### config.mk
export PLATFORM = sky130hd
export DESIGN_NAME = video_in_flat
export DESIGN_NICKNAME = d
export VERILOG_FILES = /design/src/rtl/video_in_if.sv /design/src/rtl/video_in.sv /design/src/flat_wrapper.sv
export SDC_FILE = /design/constraint.sdc
export NUM_CORES = 1
export LEC_CHECK = 0
export CAP_MARGIN = 20
export CORE_ASPECT_RATIO = 1.5
export CORE_MARGIN = 4
export CORE_UTILIZATION = 45
export CTS_BUF_LIST = sky130_fd_sc_hd__clkbuf_8
export DETAILED_ROUTE_END_ITERATION = 10
export GPL_ROUTABILITY_DRIVEN = 0
export GPL_TIMING_DRIVEN = 1
export PLACE_DENSITY = 0.64
export SYNTH_ARGS = -nofsm -noshare
export SYNTH_HDL_FRONTEND = slang
export SYNTH_SLANG_ARGS = --single-unit
export TNS_END_PERCENT = 5
### constraint.sdc
create_clock -name p_clk -period 7.75 [get_ports p_clk]
set_input_delay 1.55 -clock p_clk [delete_from_list [all_inputs] [get_ports p_clk]]
set_output_delay 1.55 -clock p_clk [all_outputs]
set_load 0.01 [all_outputs]
### src/rtl/video_in_if.sv
// Wishbone classic write-master bus used by the video_in capture DMA.
// Signal names follow the Wishbone master-side convention.
interface video_in_if;
    logic [31:0] p_wb_ADR_O;
    logic [31:0] p_wb_DAT_O;
    logic [31:0] p_wb_DAT_I;
    logic [3:0]  p_wb_SEL_O;
    logic        p_wb_STB_O;
    logic        p_wb_CYC_O;
    logic        p_wb_WE_O;
    logic        p_wb_LOCK_O;
    logic        p_wb_ACK_I;
    logic        p_wb_ERR_I;
    logic        p_wb_RTY_I;

    modport master (
        output p_wb_ADR_O, p_wb_DAT_O, p_wb_SEL_O, p_wb_STB_O,
               p_wb_CYC_O, p_wb_WE_O, p_wb_LOCK_O,
        input  p_wb_DAT_I, p_wb_ACK_I, p_wb_ERR_I, p_wb_RTY_I
    );

    modport slave (
        input  p_wb_ADR_O, p_wb_DAT_O, p_wb_SEL_O, p_wb_STB_O,
               p_wb_CYC_O, p_wb_WE_O, p_wb_LOCK_O,
        output p_wb_DAT_I, p_wb_ACK_I, p_wb_ERR_I, p_wb_RTY_I
    );
endinterface

### src/rtl/video_in.sv
// Camera capture DMA: packs an 8-bit pixel stream into 32-bit words, buffers
// them in a word FIFO and writes them to RAM as Wishbone classic blocks.
//
// DMA states:
//   state  | meaning
//   S_IDLE | waiting for a full block in the FIFO, or a flush of the remainder
//   S_REQ  | load address/data of the first beat, raise CYC/STB
//   S_ACK  | beat on the bus, waiting for ACK/ERR/RTY
//   S_RTY  | STB dropped for one cycle after a retry, same beat re-issued next
module video_in #(
    parameter int IMAGE_WIDTH  = 640,
    parameter int IMAGE_HEIGHT = 480,
    parameter int BLOCK_SIZE   = 32,
    parameter int FIFO_WORDS   = 16
) (
    input  logic        p_clk,
    input  logic        p_reset,
    input  logic        pixel_en,
    input  logic        frame_valid,
    input  logic        line_valid,
    input  logic [7:0]  pixel_in,
    input  logic [31:0] cfg_addr,
    input  logic        cfg_addr_valid,
    output logic        irq,
    input  logic        irq_ack,
    output logic        overflow,
    output logic        bus_error,
    video_in_if.master  wb
);

    localparam int TOTAL     = IMAGE_WIDTH * IMAGE_HEIGHT;
    localparam int CNT_W     = $clog2(TOTAL + 1);
    localparam int BLK_WORDS = BLOCK_SIZE / 4;
    localparam int PTR_W     = (FIFO_WORDS > 1) ? $clog2(FIFO_WORDS) : 1;
    localparam int LVL_W     = $clog2(FIFO_WORDS + 1);

    localparam logic [CNT_W-1:0] TOTAL_C  = CNT_W'(TOTAL);
    localparam logic [LVL_W-1:0] BLK_C    = LVL_W'(BLK_WORDS);
    localparam logic [LVL_W-1:0] FULL_C   = LVL_W'(FIFO_WORDS);
    localparam logic [LVL_W-1:0] ONE_C    = LVL_W'(1);
    localparam logic [PTR_W-1:0] LAST_PTR = PTR_W'(FIFO_WORDS - 1);

    typedef enum logic [1:0] {S_IDLE, S_REQ, S_ACK, S_RTY} dma_state_t;

    // capture front end
    logic             fv_prev;
    logic             armed;
    logic             capturing;
    logic             flush;
    logic [31:0]      pending_addr;
    logic [31:0]      wr_addr;
    logic [CNT_W-1:0] pix_cnt;
    logic [23:0]      pack;

    logic             fv_rise, fv_fall, start, cap_active, cap, push_evt, frame_end;
    logic [CNT_W-1:0] cnt_base, cnt_inc;
    logic [31:0]      push_word;

    // word FIFO
    logic [31:0]      mem [FIFO_WORDS];
    logic [PTR_W-1:0] wr_ptr, rd_ptr, wr_ptr_inc, rd_ptr_inc;
    logic [LVL_W-1:0] level;
    logic             fifo_full, push_ok;
    logic [31:0]      head, next_head;

    // DMA engine
    dma_state_t       state, state_nxt;
    logic [LVL_W-1:0] beats, beats_nxt;
    logic             cyc_q, stb_q, cyc_nxt, stb_nxt;
    logic [31:0]      adr_q, dat_q, adr_nxt, dat_nxt;
    logic             pop, set_irq, flush_clr, set_berr, adv;

    logic             unused_dat;
    assign unused_dat = ^wb.p_wb_DAT_I;

    always_comb begin
        fv_rise    = pixel_en && frame_valid && !fv_prev;
        fv_fall    = pixel_en && !frame_valid && fv_prev;
        start      = fv_rise && armed;
        // the rising-edge cycle itself may already carry the first pixel
        cap_active = start || capturing;
        cnt_base   = start ? '0 : pix_cnt;
        cap        = pixel_en && frame_valid && line_valid && cap_active &&
                     (cnt_base < TOTAL_C);
        cnt_inc    = cnt_base + 1'b1;
        push_evt   = cap && (cnt_base[1:0] == 2'd3);
        push_word  = {pixel_in, pack};
        frame_end  = cap_active && ((cap && (cnt_inc == TOTAL_C)) || fv_fall);
    end

    always_ff @(posedge p_clk) begin
        if (p_reset) begin
            fv_prev      <= 1'b0;
            armed        <= 1'b0;
            capturing    <= 1'b0;
            flush        <= 1'b0;
            pending_addr <= '0;
            wr_addr      <= '0;
            pix_cnt      <= '0;
            pack         <= '0;
            overflow     <= 1'b0;
            bus_error    <= 1'b0;
            irq          <= 1'b0;
        end else begin
            if (pixel_en) fv_prev <= frame_valid;

            if (start) begin
                armed     <= 1'b0;
                capturing <= 1'b1;
                pix_cnt   <= '0;
                overflow  <= 1'b0;
                wr_addr   <= pending_addr;
            end else if (pop) begin
                wr_addr <= wr_addr + 32'd4;
            end

            // a strobe after the rising edge re-arms for the following frame
            if (cfg_addr_valid) begin
                pending_addr <= cfg_addr;
                armed        <= 1'b1;
            end

            if (cap) begin
                pix_cnt <= cnt_inc;
                if (cnt_base[1:0] != 2'd3) pack[{cnt_base[1:0], 3'b000} +: 8] <= pixel_in;
            end

            if (push_evt && fifo_full) overflow <= 1'b1;

            if (flush_clr) flush <= 1'b0;
            if (frame_end) begin
                capturing <= 1'b0;
                pack      <= '0;
                flush     <= 1'b1;
            end

            if (set_berr) bus_error <= 1'b1;

            if (set_irq)      irq <= 1'b1;
            else if (irq_ack) irq <= 1'b0;
        end
    end

    always_comb begin
        fifo_full  = (level == FULL_C);
        push_ok    = push_evt && !fifo_full;
        wr_ptr_inc = (wr_ptr == LAST_PTR) ? '0 : wr_ptr + 1'b1;
        rd_ptr_inc = (rd_ptr == LAST_PTR) ? '0 : rd_ptr + 1'b1;
        head       = mem[rd_ptr];
        next_head  = mem[rd_ptr_inc];
    end

    always_ff @(posedge p_clk) begin
        if (push_ok) mem[wr_ptr] <= push_word;
    end

    always_ff @(posedge p_clk) begin
        if (p_reset) begin
            wr_ptr <= '0;
            rd_ptr <= '0;
            level  <= '0;
        end else begin
            if (push_ok) wr_ptr <= wr_ptr_inc;
            if (pop)     rd_ptr <= rd_ptr_inc;
            case ({push_ok, pop})
                2'b10:   level <= level + 1'b1;
                2'b01:   level <= level - 1'b1;
                default: level <= level;
            endcase
        end
    end

    always_ff @(posedge p_clk) begin
        if (p_reset) begin
            state <= S_IDLE;
            beats <= '0;
            cyc_q <= 1'b0;
            stb_q <= 1'b0;
            adr_q <= '0;
            dat_q <= '0;
        end else begin
            state <= state_nxt;
            beats <= beats_nxt;
            cyc_q <= cyc_nxt;
            stb_q <= stb_nxt;
            adr_q <= adr_nxt;
            dat_q <= dat_nxt;
        end
    end

    always_comb begin
        state_nxt = state;
        beats_nxt = beats;
        cyc_nxt   = cyc_q;
        stb_nxt   = stb_q;
        adr_nxt   = adr_q;
        dat_nxt   = dat_q;
        pop       = 1'b0;
        set_irq   = 1'b0;
        flush_clr = 1'b0;
        set_berr  = 1'b0;
        // ERR outranks RTY, which outranks ACK
        adv       = wb.p_wb_ERR_I || (!wb.p_wb_RTY_I && wb.p_wb_ACK_I);

        case (state)
            S_IDLE: begin
                if (level >= BLK_C) begin
                    beats_nxt = BLK_C;
                    state_nxt = S_REQ;
                end else if (flush && (level != '0)) begin
                    beats_nxt = level;
                    state_nxt = S_REQ;
                end else if (flush) begin
                    set_irq   = 1'b1;
                    flush_clr = 1'b1;
                end
            end
            S_REQ: begin
                cyc_nxt   = 1'b1;
                stb_nxt   = 1'b1;
                adr_nxt   = wr_addr;
                dat_nxt   = head;
                state_nxt = S_ACK;
            end
            S_ACK: begin
                if (adv) begin
                    set_berr  = wb.p_wb_ERR_I;
                    pop       = 1'b1;
                    beats_nxt = beats - 1'b1;
                    if (beats == ONE_C) begin
                        cyc_nxt   = 1'b0;
                        stb_nxt   = 1'b0;
                        state_nxt = S_IDLE;
                    end else begin
                        adr_nxt = wr_addr + 32'd4;
                        dat_nxt = next_head;
                    end
                end else if (wb.p_wb_RTY_I) begin
                    stb_nxt   = 1'b0;
                    state_nxt = S_RTY;
                end
            end
            S_RTY: begin
                stb_nxt   = 1'b1;
                state_nxt = S_ACK;
            end
            default: state_nxt = S_IDLE;
        endcase
    end

    assign wb.p_wb_ADR_O  = adr_q;
    assign wb.p_wb_DAT_O  = dat_q;
    assign wb.p_wb_SEL_O  = 4'hF;
    assign wb.p_wb_STB_O  = stb_q;
    assign wb.p_wb_CYC_O  = cyc_q;
    assign wb.p_wb_WE_O   = cyc_q;
    assign wb.p_wb_LOCK_O = 1'b0;

endmodule
### src/flat_wrapper.sv
// flat-port wrapper written by rule: the top's interface ports become plain ports
module video_in_flat 
#(
    parameter int IMAGE_WIDTH  = 640,
    parameter int IMAGE_HEIGHT = 480,
    parameter int BLOCK_SIZE   = 32,
    parameter int FIFO_WORDS   = 16
)
  (p_clk, p_reset, pixel_en, frame_valid, line_valid, pixel_in, cfg_addr, cfg_addr_valid, irq, irq_ack, overflow, bus_error, wb_p_wb_ADR_O, wb_p_wb_DAT_O, wb_p_wb_SEL_O, wb_p_wb_STB_O, wb_p_wb_CYC_O, wb_p_wb_WE_O, wb_p_wb_LOCK_O, wb_p_wb_DAT_I, wb_p_wb_ACK_I, wb_p_wb_ERR_I, wb_p_wb_RTY_I);
  video_in_if wb_i ();
  input  logic p_clk;
  input  logic p_reset;
  input  logic pixel_en;
  input  logic frame_valid;
  input  logic line_valid;
  input  logic [7:0] pixel_in;
  input  logic [31:0] cfg_addr;
  input  logic cfg_addr_valid;
  output logic irq;
  input  logic irq_ack;
  output logic overflow;
  output logic bus_error;
  output wire logic [$bits(wb_i.p_wb_ADR_O)-1:0] wb_p_wb_ADR_O;
  output wire logic [$bits(wb_i.p_wb_DAT_O)-1:0] wb_p_wb_DAT_O;
  output wire logic [$bits(wb_i.p_wb_SEL_O)-1:0] wb_p_wb_SEL_O;
  output wire logic [$bits(wb_i.p_wb_STB_O)-1:0] wb_p_wb_STB_O;
  output wire logic [$bits(wb_i.p_wb_CYC_O)-1:0] wb_p_wb_CYC_O;
  output wire logic [$bits(wb_i.p_wb_WE_O)-1:0] wb_p_wb_WE_O;
  output wire logic [$bits(wb_i.p_wb_LOCK_O)-1:0] wb_p_wb_LOCK_O;
  input wire logic [$bits(wb_i.p_wb_DAT_I)-1:0] wb_p_wb_DAT_I;
  input wire logic [$bits(wb_i.p_wb_ACK_I)-1:0] wb_p_wb_ACK_I;
  input wire logic [$bits(wb_i.p_wb_ERR_I)-1:0] wb_p_wb_ERR_I;
  input wire logic [$bits(wb_i.p_wb_RTY_I)-1:0] wb_p_wb_RTY_I;
  assign wb_p_wb_ADR_O = wb_i.p_wb_ADR_O;
  assign wb_p_wb_DAT_O = wb_i.p_wb_DAT_O;
  assign wb_p_wb_SEL_O = wb_i.p_wb_SEL_O;
  assign wb_p_wb_STB_O = wb_i.p_wb_STB_O;
  assign wb_p_wb_CYC_O = wb_i.p_wb_CYC_O;
  assign wb_p_wb_WE_O = wb_i.p_wb_WE_O;
  assign wb_p_wb_LOCK_O = wb_i.p_wb_LOCK_O;
  assign wb_i.p_wb_DAT_I = wb_p_wb_DAT_I;
  assign wb_i.p_wb_ACK_I = wb_p_wb_ACK_I;
  assign wb_i.p_wb_ERR_I = wb_p_wb_ERR_I;
  assign wb_i.p_wb_RTY_I = wb_p_wb_RTY_I;
  video_in #(.IMAGE_WIDTH(IMAGE_WIDTH), .IMAGE_HEIGHT(IMAGE_HEIGHT), .BLOCK_SIZE(BLOCK_SIZE), .FIFO_WORDS(FIFO_WORDS)) u_core (.p_clk(p_clk), .p_reset(p_reset), .pixel_en(pixel_en), .frame_valid(frame_valid), .line_valid(line_valid), .pixel_in(pixel_in), .cfg_addr(cfg_addr), .cfg_addr_valid(cfg_addr_valid), .irq(irq), .irq_ack(irq_ack), .overflow(overflow), .bus_error(bus_error), .wb(wb_i));
endmodule
Word level (Yosys, flattened, before mapping)
Memory sizes are Yosys's and may differ from the RTL's. A register that Yosys moved wholly into a read port is not among the register bits.
Index checks and enable logic that the tools add are counted.
{"block": "classes", "magnitude_cmp": 2, "mux": 49, "shift": 2, "n_reduce_logical": 41, "addsub": 8, "eq_ne": 18}
{"cell": "two-way mux 32 bit", "count": 6}
{"cell": "one-hot mux 32 bit (2 select lines)", "count": 2}
{"cell": "two-way mux 19 bit", "count": 2}
{"cell": "adder 32 x 3 -> 32 bit, second input constant", "count": 1}
{"cell": "bitwise mux 24 bit", "count": 1}
{"cell": "variable shift 8 x 7 -> 24 bit, first input constant", "count": 1}
{"cell": "variable part select 8 x 7 -> 24 bit", "count": 1}
{"cell": "two-way mux 1 bit", "count": 21}
{"cell": "one-hot mux 5 bit (2 select lines)", "count": 2}
{"cell": "adder 19 x 1 -> 19 bit, second input constant", "count": 1}
{"cell": "equality test 19 bit, second input constant", "count": 1}
{"cell": "less-than comparator 19 bit, second input constant", "count": 1}
{"cell": "nonzero test 2 bit", "count": 9}
{"cell": "two-way mux 4 bit", "count": 4}
{"cell": "logical AND 1 bit", "count": 15}
{"cell": "two-way mux 5 bit", "count": 3}
{"cell": "AND reduction 3 bit", "count": 5}
{"cell": "two-way mux 2 bit", "count": 5}
{"cell": "subtractor 5 x 1 -> 5 bit, second input constant", "count": 2}
{"cell": "adder 4 x 1 -> 4 bit, second input constant", "count": 2}
{"cell": "equality test 2 bit, second input constant", "count": 4}
{"cell": "equality test 4 bit, second input constant", "count": 2}
{"cell": "negation 5 -> 7 bit", "count": 1}
{"cell": "one-hot mux 2 bit (3 select lines)", "count": 1}
{"cell": "17 further kinds", "count": 27}
{"block": "totals", "word_cells": 141, "memories": 1, "ff_bits": 200, "output_inout_bits": 75, "ramBits": 512}
{"name": "u_core.mem", "depth": 16, "width": 32, "read_ports": 2, "rd_ports_with_merged_regs": 1, "wr": 1, "line_no": "video_in.sv:60", "source": "logic [31:0] mem [FIFO_WORDS];"}

Depth between registers and ports, before layout
Gate-level depths: netlist of the first run.
{"block": "logic_depth", "word_depth": 10, "depth_mapped": 19, "mapped_depth_nobuf": 15}

Worst setup path before layout of the first run
OpenSTA, ideal clock, no wires.
{"block": "synth_path", "path_type": "input to register", "start": "input pixel_en", "end": "memory u_core.mem[0][0], enable pin", "setup_ns": 0.461, "path_buffers": 3, "path_stages": 10, "required_ns": 7.289, "setup_slack_ns": 1.758, "t_arrival_ns": 5.531, "path_cell_list": "nand4b_1 clkbuf_1 nand2_1 inv_1 ha_1 clkbuf_1 and3_1 clkbuf_1 nand2_1 nor3_1"}
{"block": "synth_via", "elab_chain_len": 10, "word_cells_on_any_way": 14}
{"item": "start, declared", "line_no": "flat_wrapper.sv:13", "source": "input logic pixel_en;"}
{"item": "logical AND 1 bit (*)", "line_no": "video_in.sv:77, video_in.sv:83"}
{"item": "logical AND 1 bit", "line_no": "video_in.sv:77", "source": "fv_rise = pixel_en && frame_valid && !fv_prev;"}
{"item": "logical AND 1 bit", "line_no": "video_in.sv:79", "source": "start = fv_rise && armed;"}
{"item": "two-way mux 19 bit / logical OR 1 bit (equally long branches)", "line_no": "video_in.sv:82, video_in.sv:81"}
{"item": "less-than comparator 19 bit / logical AND 1 bit (equally long branches)", "line_no": "video_in.sv:84, video_in.sv:83"}
{"item": "logical AND 1 bit", "line_no": "video_in.sv:83", "source": "cap = pixel_en && frame_valid && line_valid && cap_active &&"}
{"item": "logical AND 1 bit (*)", "line_no": "video_in.sv:86", "source": "push_evt = cap && (cnt_base[1:0] == 2'd3);"}
{"item": "logical AND 1 bit (*)", "line_no": "video_in.sv:146", "source": "push_ok = push_evt && !fifo_full;"}
{"item": "two-way mux 1 bit (*)", "line_no": "video_in.sv:154", "source": "if (push_ok) mem[wr_ptr] <= push_word;"}
{"item": "two-way mux 1 bit (not written as such) (*)", "line_no": "video_in.sv:154"}
{"item": "end, declared", "line_no": "video_in.sv:60"}
Mark *: on every way between the ends. The rest lies on a longest branch, timed or not.

Worst setup path after layout of the first run
{"block": "layout_path", "start": "input pixel_en", "end": "register u_core.level[4]"}
{"block": "layout_via", "elab_chain_len": 10, "word_cells_on_any_way": 16}
{"item": "logical AND 1 bit (*)", "line_no": "video_in.sv:77, video_in.sv:83"}
{"item": "logical AND 1 bit", "line_no": "video_in.sv:77"}
{"item": "logical AND 1 bit", "line_no": "video_in.sv:79"}
{"item": "two-way mux 19 bit / logical OR 1 bit (equally long branches)", "line_no": "video_in.sv:82, video_in.sv:81"}
{"item": "less-than comparator 19 bit / logical AND 1 bit (equally long branches)", "line_no": "video_in.sv:84, video_in.sv:83"}
{"item": "logical AND 1 bit", "line_no": "video_in.sv:83"}
{"item": "logical AND 1 bit (*)", "line_no": "video_in.sv:86"}
{"item": "logical AND 1 bit (*)", "line_no": "video_in.sv:146"}
{"item": "equality test 2 x 1 -> 1 bit / equality test 2 bit (equally long branches)", "line_no": "video_in.sv:165", "source": "case ({push_ok, pop})"}
{"item": "one-hot mux 5 bit (2 select lines) / nonzero test 2 bit (equally long branches)"}
{"item": "end signal, assigned", "line_no": "video_in.sv:166", "source": "2'b10: level <= level + 1'b1;"}
{"item": "end signal, assigned", "line_no": "video_in.sv:167", "source": "2'b01: level <= level - 1'b1;"}
{"item": "end signal, assigned", "line_no": "video_in.sv:168", "source": "default: level <= level;"}
{"item": "end, declared", "line_no": "video_in.sv:62", "source": "logic [LVL_W-1:0] level;"}
Marks and branches as above.
A chain may end at the register's enable or synchronous reset.

==> results of run 1 <==
final timing paths:
kind	start	to	slack, ns	cells after the start
setup / recovery	pixel_en	u_core.level[4]	2.39	16
hold / removal	u_core.wr_addr[1]	u_core.wb.p_wb_ADR_O[1]	0.46	2
setup reg to reg	u_core.fv_prev	u_core.level[4]	3.42	15
hold reg to reg	u_core.wr_addr[1]	u_core.wb.p_wb_ADR_O[1]	0.46	2
logic make-up (layout without fill, tap and decap cells):
logic type / count (synthesis) / after routing
flops: 716 / 716
simple gates: 484 / 484
mux: 420 / 420
compound gates: 279 / 279
buf+inv: 199 / 379
xor+xnor: 82 / 82
fa+ha+maj: 21 / 21
other cells: 2 / 7
registers in the layout, indices dropped and copies added (netlist names), 5 cells and up, named ones only:
signal,count
u_core.beats,5
u_core.level,5
u_core.mem,512
u_core.pack,24
u_core.pending_addr,32
u_core.pix_cnt,19
u_core.wb.p_wb_ADR_O,32
u_core.wb.p_wb_DAT_O,32
u_core.wr_addr,32
Yosys cell counts (21+ instances only):
master	n	area share, %
buf_4	23	0.52
o211ai_1	26	0.58
buf_2	25	0.37
a211oi_1	59	1.3
nand2_1	143	1.6
a21oi_1	28	0.42
xnor2_1	32	0.84
xor2_1	50	1.3
nor3_1	21	0.31
dfxtp_1	204	12
clkbuf_1	117	1.3
inv_1	21	0.24
o21ai_0	86	1.3
mux4_2	288	19
nand4_1	25	0.47
mux2i_1	99	3.0
edfxtp_1	512	46
a32oi_1	32	0.84
nor2_1	160	1.8
nand3_1	59	0.88
ha_1	21	0.79
mux2_2	33	1.1
critical path, delay by kind of cell:
family | cells | cell delay, ns
compound gates | 4 | 0.48
simple gates | 4 | 1.55
fa+ha+maj | 3 | 0.91
mux | 1 | 0.34
xor+xnor | 1 | 0.19
buf+inv | 3 | 0.93
layout make-up:
cell class	instances	share of cell area, %
clock inverters	73	1.220
flip-flops and latches	716	51.58
multi-input cells	1291	35.11
inverters	22	0.2188
well taps	992	3.289
diodes	2	0.01326
repair buffers	162	4.111
clock buffers	122	4.449
power by group:
part           internal (mW)  leakage [nW]  switching, mW
logic                 0.0614          4.64         0.0957
registers               4.14          6.28         0.0633
clock network           1.63          1.24           1.47
metrics by stage:
step	total power, mW	hold WS (ns)	instance area, µm²	setup WS, ns
global route	7.718	0.4808	37740	2.076
detailed placement	4.438	0.4512	35560	1.641
CTS	7.531	0.4622	37700	2.444
finish	7.461	0.4558	37740	2.386
floorplan	4.347	0.4312	33390	1.758
global placement	4.427	0.4391	35560	1.806
per-layer routing:
layer / GRT usage (%) / wire, µm / vias up
li1: - / - / 8953
met1: 26.61 / 31680 / 10630
met2: 39.48 / 46040 / 874
met3: 3.856 / 6226 / 204
met4: 8.701 / 3388 / 2
met5: 0 / 20 / -
==> summary.md, run 1 <==
| Metric | Value |
|---|---|
| Status | completed |
| CTS tree | yes |
| CP Cell Sequence | clkdlybuf4s50_1, nand4b_1, nand2_1, inv_1, ha_1, and3_1, inv_1, ha_1, xor2_1, ha_1, a21oi_1, nor2b_1, o21ai_0, a21o_1, a21oi_1, mux2_2 |
| Maximum clock path buffer count | 3 |
| Clk_skew | about 0.052 ns |
| Crit-path max cell delay | between 0.6 and 0.7 ns |
| Post-Route WL | 87360 µm |
| Clock Sinks | 716 |
| Root buffer cell | clkbuf_8 |
| RSZ-0062 raised after global routing | no |
| Postcts setup bufs | 0 |
| Post-Synth XOR/XNOR Area | 2.152% |
| Final ANT Viol Nets | 0 |
| Cell variety after synth | 72 |
| Synth Instances | between 2000 and 2500 |
| DP HPWL | about 48000 µm |
| Multi-input logic area | ~0.013 mm² |
| DR iter-0 viols | 1944 |
| Initial antenna violation count | 3 |
| WS Path Type | in -> reg |
| Area Overhead vs Synth | 13.08% |
| Peak Freq | 0.1864 GHz |
| # IOs | 157 |
| Non-Filler Instances | 3380 |
| Worst vdd ir | 0.1319 mV |
| Crit-path max FO | 16 |
| Placed Cells | 3181 |
| Vias per cell | 6.112 |
| Commonest non-fill, non-tap cell in the layout | edfxtp_1 |
| WL/cell | 25.85 µm |
| Critical path arrival | 5.97 ns |
| Rel. slew slack | about a quarter |
| CP endpoint kind | register |
| Multiplexer area fraction after synthesis | 23.52% |
| Synth Area in Simple Gates | 6.834% |
| Fillcell total | between 6000 and 7000 |
| Total Routing Usage GR | 22.10% |
| Hold_buf cts | 0 |
| Ys flop type | edfxtp_1 |
| Compound-gate portion of the synthesized area | 5.728% |
| FP Rows | approximately 120 |
| Slew Limit Fails | 0 |
| Clk_lat worst skew | ~0.72 ns |
| Largest family of logic cells by synthesized area | multiplexers |
| Share of layout cells above drive strength 1 | a little under a quarter |
| Core area | 0.07373 mm² |
| Leak | 12.16 nW |
| Max H-tree Level | 3 |
| Yosys reg bits | 716 |
| Die Area | roughly 0.079 mm² |
| Gr ovfl total | 0 |
| Largest net degree at the start of global routing | between 90 and 100 |
| Number of global-route vias before repair | approximately 22000 |
| Part of the cycle the worst path needs | 69.22% |
| Vias | around 21000 |
| Clock transition at path regs | 0.06 ns |
| Yosys Warn Count | 0 |
| Fin nets | 2401 |
| Hold Crit Class | reg -> reg |
| Max-Cap Viols | 0 |
| Final setup fails | 0 |
| Post-Route Utilization | ~50% |
| Post-route DRC | 0 |
| Total CTS buffers | 105 |
| Slew @ Worst Pin | 1.144 ns |
| CP max stage cell | nand4b_1 |
| Post-synth EDFFs | 512 |
| PortBufs | 119 |
| Die Y | 341.5 µm |
| Post-Syn Area | 0.03337 mm² |
| CP dominant cell by count | ha_1 |
| Worst endpoint required time | 8.35 ns |
| Post-synthesis sequential area ratio | 58.30% |
| Startpoint Class | input pin |
| Die X | 230.4 µm |
| Power Density | 197.7 mW/mm² |
| Initial DRT Pass Iterations | 7 |
| Adder-Cell Fraction of Synth Area | 0.7873% |
| Initial Utilization | between 40% and 50% |
| First-pass GRT wire length | 131700 µm |
| Syn Area/Cell | 15.15 µm² |
| Register area | around 0.02 mm² |
| Setup TNS | 0 ns |
| Most frequent cells in the layout | edfxtp_1, mux4_2, dfxtp_1, nor2_1, nand2_1 |
| Async S/R FF share, synth | 0% |
| CTS-repair resized insts | 0 |
| Fin. Hold Viols | 0 |
| Minimum clock period | between 5 and 6 ns |
Power figures use the tool's default switching activity.
==> run 2, diff against run 1 <==
==> constraint.sdc (replaced) <==
create_clock -name p_clk -period 5.3 [get_ports p_clk]
set_input_delay 1.06 -clock p_clk [delete_from_list [all_inputs] [get_ports p_clk]]
set_output_delay 1.06 -clock p_clk [all_outputs]
set_load 0.01 [all_outputs]
==> run 2 against run 1 <==
Net effect:
- count of clock-buffer cells in the layout did not move
- power grew 46%
- die area unchanged
- highest routed layer is now met4
==> summary.md, run 2 (synthesized netlist as in run 1, its figures left out) <==
| Metric | Value |
|---|---|
| Status | completed |
| Critical path arrival | 4.64 ns (-1.33 ns) |
| Crit-path max cell delay | 0.62 ns (-0.07 ns) |
| Core area | 0.07373 mm² (unchanged) |
| Minimum clock period | 4.024 ns |
| Hold_buf cts | 0 (unchanged) |
| Fin nets | 2410 (+0.37%) |
| Part of the cycle the worst path needs | 75.93% |
| CTS-repair resized insts | 0 (unchanged) |
| Fin. Hold Viols | 0 (unchanged) |
| Largest register FFs | 512 (unchanged) |
| Non-Filler Instances | 3393 (+0.38%) |
| Area Overhead vs Synth | 14.18% |
| Max-Cap Viols | 0 (unchanged) |
| Root buffer cell | clkbuf_8 |
| Pre-CTS WS | 0.5703 ns (-1.071 ns) |
| Gr ovfl total | 0 (unchanged) |
| Number of global-route vias before repair | 21550 (-1.5%) |
| Setup WS post-layout | 1.276 ns (-1.110 ns) |
| Share of layout cells above drive strength 1 | 24.31% (+0.55 points) |
| Setup TNS | 0 ns (unchanged) |
| Initial antenna violation count | 3 (unchanged) |
| Startpoint Class | input pin |
| Maximum clock path buffer count | 3 (unchanged) |
| Total Routing Usage GR | 21.78% (-0.32 points) |
| Vias per cell | 6.034 (-1.3%) |
| FP Rows | 122 (unchanged) |
| WL/cell | 25.56 µm (-1.1%) |
| Max H-tree Level | 3 (unchanged) |
| Commonest non-fill, non-tap cell in the layout | edfxtp_1 |
| Final ANT Viol Nets | 0 (unchanged) |
| Initial Utilization | 45.27% (unchanged) |
| First-pass GRT wire length | 129500 µm (-1.7%) |
| Final setup fails | 0 (unchanged) |
| Crit-path max FO | 9 (-7) |
| WS Path Type | in -> reg |
| Post-route DRC | 0 (unchanged) |
| Clock Sinks | 716 (unchanged) |
| Worst vdd ir | 0.2164 mV (+64%) |
| Die X | 230.4 µm (unchanged) |
| Total CTS buffers | 104 (-0.95%) |
| Worst endpoint required time | 5.91 ns (-2.44 ns) |
| Die Area | 0.07868 mm² (unchanged) |
| DP HPWL | 48810 µm (+1.6%) |
| Slew @ Worst Pin | 1.071 ns (-0.07297 ns) |
| Placed Cells | 3189 (+0.25%) |
| Biggest register | u_core.mem |
| Most frequent cells in the layout | edfxtp_1, mux4_2, dfxtp_1, nor2_1, nand2_1 |
| CP dominant cell by count | ha_1 |
| # IOs | 157 (unchanged) |
| Power Density | 286.1 mW/mm² (+45%) |
| Dpl cell area | 0.03588 mm² (+0.89%) |
| Die Y | 341.5 µm (unchanged) |
| Vias | 20480 (-0.89%) |
| Leak | 12.28 nW (+0.94%) |
| Initial DRT Pass Iterations | 7 (unchanged) |
| Post-Route WL | 86710 µm (-0.74%) |
| Slew Limit Fails | 0 (unchanged) |
| Post-Route Utilization | 51.69% (+0.50 points) |
| Tot Pwr | 10.90 mW (+46%) |
| Clock transition at path regs | 0.07 ns (about the same) |
| CP max stage cell | clkdlybuf4s50_1 |
| Hold Crit Class | reg -> reg |
| Peak Freq | between 0.2 and 0.25 GHz |
| Clk_skew | 0.03518 ns (-0.01725 ns) |
| Largest net degree at the start of global routing | 88 (-9.3%) |
| DR iter-0 viols | 1967 (+1.2%) |
| Rel. slew slack | 28.58% (+4.9 points) |
| Final Cell Area | 0.03811 mm² (+0.97%) |
| WHS | 0.4591 ns (+0.003380 ns) |
| CP endpoint kind | register |
| Clk_lat worst skew | 0.73 ns (about the same) |
| CP Cell Sequence | clkdlybuf4s50_1, nand4b_1, nand2_1, inv_1, ha_1, and3_1, inv_1, ha_1, xor2_1, ha_1, a21oi_1, nor2b_1, o21ai_0, a21o_1, a21oi_1, mux2_2 |
| PortBufs | 119 (unchanged) |
| RSZ-0062 raised after global routing | no |
| CTS tree | yes |
| Postcts setup bufs | 0 (unchanged) |
-- run 2: area by class of cell --
cell class | count | area (µm²)
multi-input combinational | 1291 | 13260
fill | 6041 | 35620
sequential | 716 | 19470
antenna | 3 | 7.507
tap | 992 | 1241
clock buffer | 122 | 1679
clock inverter | 75 | 466.7
timing repair buffer | 172 | 1902
inverter | 22 | 82.58
-- run 2: layer usage --
| metal | routed length (µm) | GRT usage [%] | share of wire [%] |
|---|---|---|---|
| met1 | 31200 | 25.30 | 36 |
| met2 | 47150 | 40.49 | 54 |
| met3 | 5499 | 3.356 | 6.3 |
| met4 | 2858 | 8.096 | 3.3 |
| met5 | 0 | 0 | 0 |
-- run 2: worst max-delay path, delay by kind of cell --
kind	cells	cell delay (ns)
compound gates	4	0.52
buf+inv	3	0.97
simple gates	4	0.76
xor+xnor	1	0.20
fa+ha+maj	3	0.78
mux	1	0.34
-- run 2: path summary, 6_finish.rpt --
check                              start           endpoint  slack (ns)  depth (start not counted)
setup / recovery                pixel_en    u_core.level[4]        1.28                         16
hold / removal    u_core.pending_addr[1]  u_core.wr_addr[1]        0.46                          2
hold reg to reg   u_core.pending_addr[1]  u_core.wr_addr[1]        0.46                          2
setup reg to reg          u_core.fv_prev     u_core.pack[1]        1.79                         11
-- run 2: report_power, final --
group	internal, mW	switching [mW]	leakage (nW)
combinational	0.0901	0.137	4.76
sequential	6.05	0.0922	6.28
clock	2.35	2.18	1.24
total	8.49	2.41	12.3
